File: src/rtl/milestone_pkg.sv
// rtl/milestone_pkg.sv - shared types and bus widths for the milestone sequencer
package milestone_pkg;

    localparam int SRAM_ADDR_W = 18;
    localparam int SRAM_DATA_W = 16;
    localparam int MULT_W      = 32;

    typedef enum logic [1:0] {
        S_IDLE   = 2'd0,
        S_RUN    = 2'd1,
        S_GAP    = 2'd2,
        S_FINISH = 2'd3
    } seq_state_t;

endpackage

File: src/rtl/seq_bus_mux.sv
// rtl/seq_bus_mux.sv - routes the owning stage's SRAM and multiplier slices to the shared buses
module seq_bus_mux
    import milestone_pkg::*;
#(
    parameter int N_STAGES = 3,
    parameter int N_MULT   = 3,
    parameter int ADDR_W   = SRAM_ADDR_W,
    parameter int DATA_W   = SRAM_DATA_W,
    parameter int OP_W     = milestone_pkg::MULT_W,
    parameter int SEL_W    = 2
) (
    input  logic                           owned_i,
    input  logic [SEL_W-1:0]               sel_i,
    input  logic [ADDR_W-1:0]              idle_addr_i,
    input  logic [N_STAGES*ADDR_W-1:0]     stg_addr_i,
    input  logic [N_STAGES*DATA_W-1:0]     stg_wdata_i,
    input  logic [N_STAGES-1:0]            stg_we_n_i,
    input  logic [N_STAGES*N_MULT*OP_W-1:0] stg_m1_i,
    input  logic [N_STAGES*N_MULT*OP_W-1:0] stg_m2_i,
    output logic [ADDR_W-1:0]              addr_o,
    output logic [DATA_W-1:0]              wdata_o,
    output logic                           we_n_o,
    output logic [N_MULT*OP_W-1:0]         m1_o,
    output logic [N_MULT*OP_W-1:0]         m2_o
);

    always_comb begin
        addr_o  = idle_addr_i;
        wdata_o = '0;
        we_n_o  = 1'b1;
        m1_o    = '0;
        m2_o    = '0;
        if (owned_i) begin
            addr_o  = stg_addr_i[int'(sel_i)*ADDR_W +: ADDR_W];
            wdata_o = stg_wdata_i[int'(sel_i)*DATA_W +: DATA_W];
            we_n_o  = stg_we_n_i[sel_i];
            for (int m = 0; m < N_MULT; m++) begin
                m1_o[m*OP_W +: OP_W] = stg_m1_i[(int'(sel_i)*N_MULT + m)*OP_W +: OP_W];
                m2_o[m*OP_W +: OP_W] = stg_m2_i[(int'(sel_i)*N_MULT + m)*OP_W +: OP_W];
            end
        end
    end

endmodule

File: src/rtl/milestone_seq_arbiter.sv
// rtl/milestone_seq_arbiter.sv - milestone sequencer, watchdog and shared bus owner; STAGE_CYCLE_COUNT_EN adds stage_cycles
module milestone_seq_arbiter
    import milestone_pkg::*;
#(
    parameter int N_STAGES       = 3,
    parameter int N_MULT         = 3,
    parameter int ADDR_W         = SRAM_ADDR_W,
    parameter int DATA_W         = SRAM_DATA_W,
    parameter int MULT_W         = milestone_pkg::MULT_W,
    parameter int TIMEOUT_CYCLES = 33554432,
    localparam int SW            = (N_STAGES > 1) ? $clog2(N_STAGES) : 1
) (
    input  logic                             CLOCK_50_I,
    input  logic                             resetn,
    input  logic                             go,
    input  logic [N_STAGES-1:0]              stage_mask,
    input  logic [ADDR_W-1:0]                idle_sram_address,
    output logic [N_STAGES-1:0]              stg_start,
    input  logic [N_STAGES-1:0]              stg_done,
    input  logic [N_STAGES*ADDR_W-1:0]       stg_sram_address,
    input  logic [N_STAGES*DATA_W-1:0]       stg_sram_write_data,
    input  logic [N_STAGES-1:0]              stg_sram_we_n,
    input  logic [N_STAGES*N_MULT*MULT_W-1:0] stg_mult_in1,
    input  logic [N_STAGES*N_MULT*MULT_W-1:0] stg_mult_in2,
    output logic [ADDR_W-1:0]                SRAM_address,
    output logic [DATA_W-1:0]                SRAM_write_data,
    output logic                             SRAM_we_n,
    output logic [N_MULT*MULT_W-1:0]         mult_in1,
    output logic [N_MULT*MULT_W-1:0]         mult_in2,
    output logic                             busy,
    output logic [SW-1:0]                    active_stage,
    output logic                             seq_done,
`ifdef STAGE_CYCLE_COUNT_EN
    output logic [N_STAGES*32-1:0]           stage_cycles,
`endif
    output logic                             err_timeout
);

    localparam int WD_W = (TIMEOUT_CYCLES > 0) ? $clog2(TIMEOUT_CYCLES + 1) : 1;
    localparam logic [WD_W-1:0] WD_LAST = WD_W'((TIMEOUT_CYCLES > 0) ? TIMEOUT_CYCLES - 1 : 0);

    seq_state_t           state_q, state_d;
    logic [N_STAGES-1:0]  mask_q, mask_d;
    logic [SW-1:0]        active_q, active_d;
    logic                 err_q, err_d;
    logic [WD_W-1:0]      wd_q, wd_d;

    logic                 found_first, found_next;
    logic [SW-1:0]        first_idx, next_idx;
    logic                 wd_expired;

    // Scan downwards so the last hit is the lowest qualifying index.
    always_comb begin
        found_first = 1'b0;
        first_idx   = '0;
        found_next  = 1'b0;
        next_idx    = '0;
        for (int i = N_STAGES - 1; i >= 0; i--) begin
            if (stage_mask[i]) begin
                found_first = 1'b1;
                first_idx   = SW'(i);
            end
            if (mask_q[i] && (i > int'(active_q))) begin
                found_next = 1'b1;
                next_idx   = SW'(i);
            end
        end
    end

    assign wd_expired = (TIMEOUT_CYCLES != 0) && (wd_q == WD_LAST);

    always_comb begin
        state_d  = state_q;
        mask_d   = mask_q;
        active_d = active_q;
        err_d    = err_q;
        wd_d     = wd_q;
        case (state_q)
            S_IDLE: begin
                if (go) begin
                    mask_d = stage_mask;
                    err_d  = 1'b0;
                    if (found_first) begin
                        state_d  = S_RUN;
                        active_d = first_idx;
                        wd_d     = '0;
                    end else begin
                        state_d = S_FINISH;
                    end
                end
            end
            S_RUN: begin
                if (wd_q != '1) wd_d = wd_q + 1'b1;
                if (stg_done[active_q]) begin
                    state_d = S_GAP;
                end else if (wd_expired) begin
                    err_d   = 1'b1;
                    state_d = S_FINISH;
                end
            end
            S_GAP: begin
                if (found_next) begin
                    state_d  = S_RUN;
                    active_d = next_idx;
                    wd_d     = '0;
                end else begin
                    state_d = S_FINISH;
                end
            end
            S_FINISH: state_d = S_IDLE;
            default:  state_d = S_IDLE;
        endcase
    end

    always_ff @(posedge CLOCK_50_I or negedge resetn) begin
        if (!resetn) begin
            state_q  <= S_IDLE;
            mask_q   <= '0;
            active_q <= '0;
            err_q    <= 1'b0;
            wd_q     <= '0;
        end else begin
            state_q  <= state_d;
            mask_q   <= mask_d;
            active_q <= active_d;
            err_q    <= err_d;
            wd_q     <= wd_d;
        end
    end

    always_comb begin
        stg_start = '0;
        if (state_q == S_RUN) stg_start[active_q] = 1'b1;
    end

    assign busy         = (state_q != S_IDLE);
    assign seq_done     = (state_q == S_FINISH);
    assign err_timeout  = err_q;
    assign active_stage = active_q;

    seq_bus_mux #(
        .N_STAGES (N_STAGES),
        .N_MULT   (N_MULT),
        .ADDR_W   (ADDR_W),
        .DATA_W   (DATA_W),
        .OP_W     (MULT_W),
        .SEL_W    (SW)
    ) u_bus_mux (
        .owned_i     (state_q == S_RUN),
        .sel_i       (active_q),
        .idle_addr_i (idle_sram_address),
        .stg_addr_i  (stg_sram_address),
        .stg_wdata_i (stg_sram_write_data),
        .stg_we_n_i  (stg_sram_we_n),
        .stg_m1_i    (stg_mult_in1),
        .stg_m2_i    (stg_mult_in2),
        .addr_o      (SRAM_address),
        .wdata_o     (SRAM_write_data),
        .we_n_o      (SRAM_we_n),
        .m1_o        (mult_in1),
        .m2_o        (mult_in2)
    );

`ifdef STAGE_CYCLE_COUNT_EN
    // Stages run at most once per sequence, so clearing every counter on go covers RUN entry too.
    logic [N_STAGES-1:0][31:0] cyc_q;

    always_ff @(posedge CLOCK_50_I or negedge resetn) begin
        if (!resetn) begin
            cyc_q <= '0;
        end else if (state_q == S_IDLE && go) begin
            cyc_q <= '0;
        end else if (state_q == S_RUN && cyc_q[active_q] != 32'hFFFF_FFFF) begin
            cyc_q[active_q] <= cyc_q[active_q] + 32'd1;
        end
    end

    assign stage_cycles = cyc_q;
`endif

endmodule

File: config.mk
export PLATFORM = sky130hd
export DESIGN_NAME = milestone_seq_arbiter
export DESIGN_NICKNAME = d
export VERILOG_FILES = /design/src/rtl/milestone_pkg.sv /design/src/rtl/seq_bus_mux.sv /design/src/rtl/milestone_seq_arbiter.sv
export SDC_FILE = /design/constraint.sdc
export NUM_CORES = 1
export LEC_CHECK = 0
export BUFFER_PORTS_ARGS = -buffer_cell sky130_fd_sc_hd__buf_2
export CAP_MARGIN = 20
export CORE_AREA = 2 2 370 372
export DETAILED_ROUTE_END_ITERATION = 7
export DIE_AREA = 0 0 372 374
export GPL_ROUTABILITY_DRIVEN = 0
export PLACE_DENSITY = 0.36
export RECOVER_POWER = 100
export SLEW_MARGIN = 20
export SYNTH_ARGS = -nofsm -noshare
export SYNTH_HDL_FRONTEND = slang
export SYNTH_SLANG_ARGS = --single-unit
File: constraint.sdc
create_clock -name CLOCK_50_I -period 12.3 [get_ports CLOCK_50_I]
set_input_delay 2.46 -clock CLOCK_50_I [delete_from_list [all_inputs] [get_ports CLOCK_50_I]]
set_output_delay 2.46 -clock CLOCK_50_I [all_outputs]
set_load 0.1 [all_outputs]
======== Yosys cells after proc, flatten, opt, wreduce, memory -nomap -nowiden ========
Cells that the tools add are included.
operators by class
  equal/unequal tests ..................... 12
  $add $sub $neg .......................... 3
  shifts and indexed selects .............. 8
  $mul .................................... 2
  mux-type cells .......................... 41
  reductions and logical operators ........ 13
  magnitude comparators ................... 4
operators by type and width
  kind                                                                     count
  288-bit by 32-bit variable part select with 32-bit output                6
  96-bit 2-to-1 mux                                                        2
  26-bit 2-to-1 mux                                                        4
  26-bit one-hot mux with 3 select lines                                   1
  54-bit by 32-bit variable part select with 18-bit output                 1
  48-bit by 7-bit variable part select with 16-bit output                  1
  27-bit by 2-bit adder with 27-bit output, second input constant          1
  27-bit by 3-bit adder with 27-bit output, second input constant          1
  26-bit by 1-bit adder with 26-bit output, second input constant          1
  26-bit by 25-bit equality test with 1-bit output, second input constant  1
  2-bit 2-to-1 mux                                                         13
  26-bit inequality test, second input constant                            1
  18-bit 2-to-1 mux                                                        1
  16-bit 2-to-1 mux                                                        1
  1-bit 2-to-1 mux                                                         12
  2-bit inequality test, second input constant                             6
  2-bit one-hot mux with 4 select lines                                    1
  4-bit AND reduction                                                      2
  2-bit by 4-bit multiplier with 6-bit output, second input constant       1
  2-bit nonzero test                                                       3
  5-bit AND reduction                                                      1
  1-bit binary-select mux with 2-bit select                                2
  2-bit equality test, second input constant                               2
  2-bit by 2-bit multiplier with 4-bit output, second input constant       1
  14 further kinds                                                         17
word-level totals
  bits in registers ....................... 34
  word-level logic and storage cells ...... 88
  input bits .............................. 708
  output and inout bits ................... 235

======== Depth between registers and ports, before layout ========
Gate-level depths: netlist of run 1.
  depth after elaboration ................. 6
  depth in mapped cells ................... 16
  gate-level depth less buffers ........... 7

======== Cells and area by module ========
Synthesis of run 1 repeated with hierarchy kept, for this count alone.
unflattened totals
  cell total of the unflattened synthesis .. 1217
  area, all modules ....................... 11474.8 sq um
modules (own cells, without submodules)
  module                 area an instance (sq um)  instances  cells each
  seq_bus_mux            9457.8                    1          987
  milestone_seq_arbiter  2016.9                    1          230

======== Worst setup path before layout of run 1 ========
OpenSTA, ideal clock, no wires.
  path kind ............................... reg-to-output
  start ................................... register active_q[0], in the netlist active_stage[0]
  end ..................................... output mult_in1[67]
  data arrival time ....................... 4973 ps
  path slack .............................. 4867 ps
  path buffers ............................ 9
  data required time ...................... 9840 ps
  cell stages (with the launch flop) ...... 17
  cells stage by stage .................... dfrtp_1 > buf_2 > buf_2 > buf_4 > buf_2 > buf_2 > buf_2 > inv_1 > ha_1 > clkbuf_1 > clkbuf_1 > clkbuf_1 > mux4_2 > mux2i_1 > nor2_1 > a21oi_1 > nor2_1
between the ends
  word-level cells in the longest chain between the ends .. 4
ends and longest elaborated chain
  item                                                       RTL line                      text
  start: declaration                                         milestone_seq_arbiter.sv:44   logic [SW-1:0] active_q, active_d;
  start signal: assignment                                   milestone_seq_arbiter.sv:125  active_q <= active_d;
  2-bit by 2-bit multiplier with 4-bit output                seq_bus_mux.sv:38             m1_o[m*OP_W +: OP_W] = stg_m1_i[(int'(sel_i)*N_MULT + m)*OP_W +: OP_W];
  27-bit by 3-bit adder with 27-bit output                   seq_bus_mux.sv:38
  288-bit by 32-bit variable part select with 32-bit output  seq_bus_mux.sv:38
  96-bit 2-to-1 mux                                          seq_bus_mux.sv:33             if (owned_i) begin
  end: declaration                                           milestone_seq_arbiter.sv:28   output logic [N_MULT*MULT_W-1:0] mult_in1,
Every way passes these cells.

======== Worst setup path after layout of run 1 ========
  start ................................... register active_q[1], in the netlist active_stage[1]
  end ..................................... output mult_in2[39]
between the ends
  word-level cells in the longest chain between the ends .. 4
ends and longest elaborated chain
  item                                                       RTL line                     text
  2-bit by 2-bit multiplier with 4-bit output                seq_bus_mux.sv:39            m2_o[m*OP_W +: OP_W] = stg_m2_i[(int'(sel_i)*N_MULT + m)*OP_W +: OP_W];
  27-bit by 2-bit adder with 27-bit output                   seq_bus_mux.sv:39
  288-bit by 32-bit variable part select with 32-bit output  seq_bus_mux.sv:39
  96-bit 2-to-1 mux                                          seq_bus_mux.sv:33
  end: declaration                                           milestone_seq_arbiter.sv:29  output logic [N_MULT*MULT_W-1:0] mult_in2,
Every way passes these cells.

==> results_dict.tcl, run 1 <==
set metrics [dict create \
    htreeDepth 2 \
    drcViolationCount 0 \
    post_drt_wl_per_cell_microns 26.85 \
    core_area_sq_mm 0.1350 \
    final_nets 2831 \
    switching_share_pct 73.44 \
    ir_worst_vdd_uv 174.6 \
    rows 135 \
    grtUsageTotal_pct 14.05 \
    pwr-share-clk_pct 2.0 \
    die_area_sq_mm 0.1391 \
    top_usage_layer "met2" \
    worstSetupPathType "flop to output pin" \
    yosysWarnings 0 \
    tns_ps 0 \
    min_period_ps 9537 \
    grt_pass1_vias 15130 \
    crit_start "active_stage[1]" \
    synth_edf_count 0 \
    synth_cells 1288 \
    finalHoldViolCount 0 \
    comb_power_share_pct 94.8 \
    outcome "complete, but fails checks" \
    critPathCaptureType "output pin" \
    drt-total-wl_microns 105000 \
    critPathMaxStageDelay_ps 1900 \
    hold_buffers 0 \
    grt_pass1_wl_microns 135300 \
    hpwl_microns 89660 \
    crit_arrival_ps 7080 \
    cts_buffers 5 \
    setup_viol 0 \
    finalCritPeriodShare_pct 77.54 \
    drt_iter0_drc 1202 \
    drive_gt1_share_pct 46.24 \
    critPathBufInv 4 \
    critPathMaxFanout 56 \
    critical_path_required_ps 9840 \
    p_leak_nw 7.430 \
    io_buffer_count 942 \
    seq_area_frac_synth_pct 7.475 \
    reg2reg_depth 5 \
    yosysUniqueCellTypes 44 \
    vias 15750 \
    avgSynthCellArea_sq_um 8.578 \
    grtUsageMet1_pct 18.82 \
    netSwitchingPower_mw 4.629 \
    fin_total_pwr_mw 6.303 \
    cts.sinks 33 \
    clkTransAtPathRegs_ps 50 \
    rsz0062_at_grt "no" \
    finalMaxSlewViolations 318 \
    power.density_mw_per_mm2 358.5 \
    grt_overflow 0 \
    grtUsageMet3_pct 3.598 \
    grt_start_max_net_pins 75 \
    seqPwrFrac_pct 3.2 \
    crit_slowest_cell "dfrtp_1" \
    violations "capacitance limit, slew limit" \
    min_path_cells 1 \
    synthFlopType "dfrtp_1" \
    cts_buffer_depth 2 \
    fin_skew_ps 6.161 \
    relSlewSlack_pct -129.1 \
    cts_resized 0 \
    worst_pin_slew_ps 3437 \
    worstSkewPairLatency_ps 280 \
    initial_core_util_pct 8.186 \
    hold_path.class "flop to flop" \
    crit_chain "inv_1 -> ha_4 -> clkbuf_1 -> buf_4 -> mux4_2 -> and3_1 -> clkbuf_1" \
    cap_violations 10 \
    cp_common_cell "clkbuf_1" \
    die_w_microns 372 \
    syn2layout_area_growth_pct 59.12 \
    r2r_end "err_timeout" \
    cp-endpoint "mult_in2[39]" \
    p_int_mw 1.674 \
    syn-num-nets 2002 \
    antenna_found_initial 108 \
    max_freq_mhz 104.9 \
    crit_cells 7 \
    reg2reg_slack_ps 6980 \
    io_pins 943 \
    timing.rr.start "active_stage[0]" \
    ant_nets 0 \
    via_per_inst 4.027 \
    die_y_microns 374 \
    syn-cell-area_sq_mm 0.01105 \
    mostFrequentLayoutCells "buf_2, nor2_1, clkbuf_1, mux4_2, a21oi_1" \
    post-route-util_pct 13.03 \
    use_met2_pct 22.95 \
    cts_tree "yes" \
    root_buffer "clkbuf_16" \
    ys_ff_latch 33 \
    drtPass1Iterations 5 \
    post_cts_buffers 0 \
    synth-async-reset-ratio_pct 100.0 \
    start_kind "flop" \
    layout_commonest_cell "buf_2" \
    crit_family "buffers and inverters" \
]
## stage by stage
| step | instances | instance area (sq um) | setup slack, ps | hold slack (ps) |
|---|---|---|---|---|
| 2_1_floorplan | 1288 | 11050 | 4867 | 439.9 |
| 3_3_place_gp | 3891 | 17680 | 4859 | 463.4 |
| 3_5_place_dp | 3891 | 17690 | 4956 | 467.0 |
| 4_1_cts | 3898 | 17840 | 4642 | 479.5 |
| 5_1_grt | 3902 | 17560 | 2294 | 506.7 |
| 6_report | 3911 | 17580 | 2763 | 472.1 |
## synth_stat cells (2+ instances only)
| cell | count | area, sq um |
|---|---|---|
| a41oi_1 | 3 | 26.28 |
| buf_2 | 47 | 235.2 |
| nand3_1 | 12 | 60.06 |
| nand4_1 | 4 | 25.02 |
| a21oi_1 | 177 | 885.9 |
| nand2_1 | 38 | 142.6 |
| nand4b_1 | 3 | 26.28 |
| ha_1 | 6 | 75.07 |
| mux2_2 | 2 | 22.52 |
| a221o_1 | 2 | 20.02 |
| and4_1 | 4 | 35.03 |
| o21ai_0 | 24 | 120.1 |
| dfrtp_1 | 33 | 825.8 |
| and2_1 | 7 | 43.79 |
| buf_1 | 30 | 112.6 |
| inv_1 | 6 | 22.52 |
| o21ai_1 | 30 | 150.1 |
| and3_1 | 72 | 450.4 |
| a31oi_1 | 10 | 62.56 |
| nand2b_1 | 2 | 12.51 |
| o22a_1 | 2 | 17.52 |
| clkbuf_1 | 67 | 251.5 |
| a31o_1 | 2 | 17.52 |
| a22oi_1 | 2 | 15.01 |
| mux2i_1 | 164 | 1642 |
| o31ai_1 | 9 | 67.56 |
| nor2_1 | 322 | 1209 |
| mux4_2 | 192 | 4324 |
## metal layers
layer / up-vias / part of all wire, % / wire length, microns
li1: 6577 / - / -
met1: 7901 / 43 / 45510
met2: 1012 / 45 / 47570
met3: 234 / 8.5 / 8933
met4: 26 / 2.7 / 2852
met5: - / 0.13 / 133
## how the worst min path moves through the flow
stage	end	start	slack, ps
after floorplan	wd_q[21]	wd_q[21]	440
after detailed placement	wd_q[21]	wd_q[21]	470
after global routing	wd_q[21]	wd_q[21]	510
after global placement	wd_q[21]	wd_q[21]	460
after CTS	wd_q[21]	wd_q[21]	480
final	wd_q[21]	wd_q[21]	470
## registers in the layout (all words and copies together) (netlist names)
register,cells
wd_q,26
active_stage,2
mask_q,2
state_q,2
err_timeout,1
## power by group through the flow
stage                     clock network (mW)  logic [mW]  registers, mW
after floorplan                            0        4.69          0.159
after global placement                     0        6.09          0.209
after detailed placement                   0        6.08          0.208
after CTS                              0.133        6.09          0.206
after global routing                   0.136        6.27          0.211
final                                  0.127        5.97          0.203
## worst reg2reg max path: stages, from the launching register on
cell	delay (ps)
dfrtp_4	810
buf_4	620
buf_4	630
clkbuf_1	2010
o21ai_0	840
o21ai_0	330
## cell type report
| type | instances | area (sq um) |
|---|---|---|
| clock buffer | 7 | 142.6 |
| multi-input combinational | 1102 | 9668 |
| antenna | 13 | 32.53 |
| fill | 15790 | 117400 |
| inverter | 7 | 26.28 |
| sequential | 33 | 829.5 |
| tap | 1781 | 2228 |
| timing repair buffer | 968 | 4652 |
## cell families (layout without fill, tap and decap cells)
| kind of cell | after synthesis | after routing | synth area share, % |
|---|---|---|---|
| other | 0 | 13 | 0 |
| multiplexers | 358 | 358 | 54.20 |
| flip-flops | 33 | 33 | 7.475 |
| AND/OR/NAND/NOR | 471 | 471 | 18.71 |
| buffers and inverters | 153 | 982 | 5.832 |
| adder cells (fa/ha/maj) | 6 | 6 | 0.6795 |
| AO/OA/AOI/OAI | 267 | 267 | 13.10 |
(Power assumes the default switching activity.)
==> run 2, diff against run 1 <==
--- a/config.mk
+++ b/config.mk
@@ -7,11 +7,11 @@
 export LEC_CHECK = 0
 export BUFFER_PORTS_ARGS = -buffer_cell sky130_fd_sc_hd__buf_2
 export CAP_MARGIN = 20
-export CORE_AREA = 2 2 370 372
+export CORE_AREA = 2 2 362 364
 export DETAILED_ROUTE_END_ITERATION = 7
-export DIE_AREA = 0 0 372 374
+export DIE_AREA = 0 0 364 366
 export GPL_ROUTABILITY_DRIVEN = 0
-export PLACE_DENSITY = 0.36
+export PLACE_DENSITY = 0.37
 export RECOVER_POWER = 100
 export SLEW_MARGIN = 20
 export SYNTH_ARGS = -nofsm -noshare
==> constraint.sdc (replaced) <==
create_clock -name CLOCK_50_I -period 9.1 [get_ports CLOCK_50_I]
set_input_delay 1.82 -clock CLOCK_50_I [delete_from_list [all_inputs] [get_ports CLOCK_50_I]]
set_output_delay 1.82 -clock CLOCK_50_I [all_outputs]
set_load 0.1 [all_outputs]
==> run 2 against run 1 <==
Effect of this change: highest routed layer unchanged; non-clock buffer count is 3 lower; largest cell class unchanged; clock power increased by 30%; the run still ends with capacitance limit, slew limit left; sequential cell count is the same; critical endpoint is now mult_in1[10].
==> results_dict.tcl, run 2 (synthesis gave the netlist of run 1 again) <==
set metrics [dict create \
    fin_skew_ps 4.500 \
    timing.rr.start "active_stage[1]" \
    r2r_end "wd_q[25]" \
    cts.sinks 33 \
    syn2layout_area_growth_pct 58.37 \
    dp.cells 3849 \
    root_buffer "clkbuf_16" \
    via_per_inst 3.985 \
    grt_pass1_wl_microns 131600 \
    drcViolationCount 0 \
    post_cts_buffers 0 \
    critPathCaptureType "output pin" \
    critical_path_required_ps 7280 \
    tns_ps 0 \
    critPathMaxFanout 37 \
    power.density_mw_per_mm2 481.2 \
    die_y_microns 366 \
    worstSkewPairLatency_ps 280 \
    drt_iter0_drc 1014 \
    grt_start_max_net_pins 113 \
    instances_no_fill 3862 \
    vias 15390 \
    rows 132 \
    max_freq_mhz 126.3 \
    top_register "wd_q" \
    layout_commonest_cell "buf_2" \
    cp-endpoint "mult_in1[10]" \
    cts_buffers 5 \
    crit_start "active_stage[0]" \
    die_area_sq_mm 0.1332 \
    clkTransAtPathRegs_ps 60 \
    fill_cells 15140 \
    outcome "complete, but fails checks" \
    setup_viol 0 \
    core_area_sq_mm 0.1290 \
    hpwl_microns 85630 \
    io_pins 943 \
    io_buffer_count 942 \
    worstSetupPathType "flop to output pin" \
    rsz0062_at_grt "no" \
    mostFrequentLayoutCells "buf_2, nor2_1, clkbuf_1, mux4_2, a21oi_1" \
    final_nets 2828 \
    reg2reg_slack_ps 5380 \
    violations "capacitance limit, slew limit" \
    relSlewSlack_pct -83.31 \
    initial_core_util_pct 8.565 \
    cts_buffer_depth 2 \
    htreeDepth 2 \
    grt_overflow 0 \
    ant_nets 0 \
    drtPass1Iterations 7 \
    min_period_ps 7916 \
    post_drt_wl_per_cell_microns 25.96 \
    cts_resized 0 \
    hold_buffers 0 \
    cap_violations 10 \
    crit_arrival_ps 6100 \
    grt_pass1_vias 14920 \
    start_kind "flop" \
    antenna_found_initial 82 \
    hold_path.class "flop to flop" \
    ir_worst_vdd_uv 292.9 \
    drt-total-wl_microns 100300 \
    cts_tree "yes" \
    reg2reg_depth 8 \
    worst_pin_slew_ps 2750 \
    finalMaxSlewViolations 268 \
    grtUsageTotal_pct 14.20 \
    drive_gt1_share_pct 45.11 \
    finalHoldViolCount 0 \
    die_w_microns 364 \
    finalCritPeriodShare_pct 86.99 \
    largest_register_ffs 26 \
    p_leak_nw 7.323 \
]
run 2: critical path, stage by stage (launching register included):
cell	delay (ps)
dfrtp_4	800
nor2b_4	250
clkbuf_1	1550
clkbuf_1	1580
a21oi_1	200
nor2_1	390
clkbuf_1	910
run 2: layout make-up:
class / instances / area [sq um] / share of cell area (%)
clock buffer: 6 / 128.9 / 0.7366
timing repair buffer: 965 / 4649 / 26.57
tap: 1742 / 2180 / 12.46
multi-input combinational: 1102 / 9657 / 55.19
clock inverter: 2 / 10.01 / 0.05721
inverter: 7 / 26.28 / 0.1502
antenna: 5 / 12.51 / 0.07151
sequential: 33 / 833.3 / 4.763
run 2: worst min-delay path by stage:
stage / start / end / cells past startpoint
floorplan: wd_q[21] / wd_q[21] / 1
global placement: wd_q[21] / wd_q[21] / 1
detailed placement: wd_q[21] / wd_q[21] / 1
CTS: wd_q[21] / wd_q[21] / 1
global route: wd_q[21] / wd_q[21] / 1
finish: err_timeout / err_timeout / 2
run 2: per-stage QoR:
stage	power [mW]	hold slack (ps)	setup slack [ps]	instance area, sq um	utilization [%]
2_1_floorplan	6.559	439.9	2307	11050	-
3_3_place_gp	8.458	478.0	2132	17660	13.69
3_5_place_dp	8.449	472.2	2237	17660	13.69
4_1_cts	8.634	481.6	1923	17800	13.80
5_1_grt	8.865	506.2	898.0	17480	13.55
6_report	8.419	482.6	1184	17500	13.56
run 2: power breakdown:
group,leakage (nW),internal [mW],switching (mW)
Clock,0.0706,0.100,0.0647
Combinational,6.81,1.96,6.01
Sequential,0.444,0.171,0.111
Total,7.32,2.23,6.18
run 2: layer usage:
layer  routed length [microns]  track usage (%)
met1                     43230            18.77
met2                     45840            23.43
met3                      8863            3.839
met4                      2181            1.963
met5                       151                0
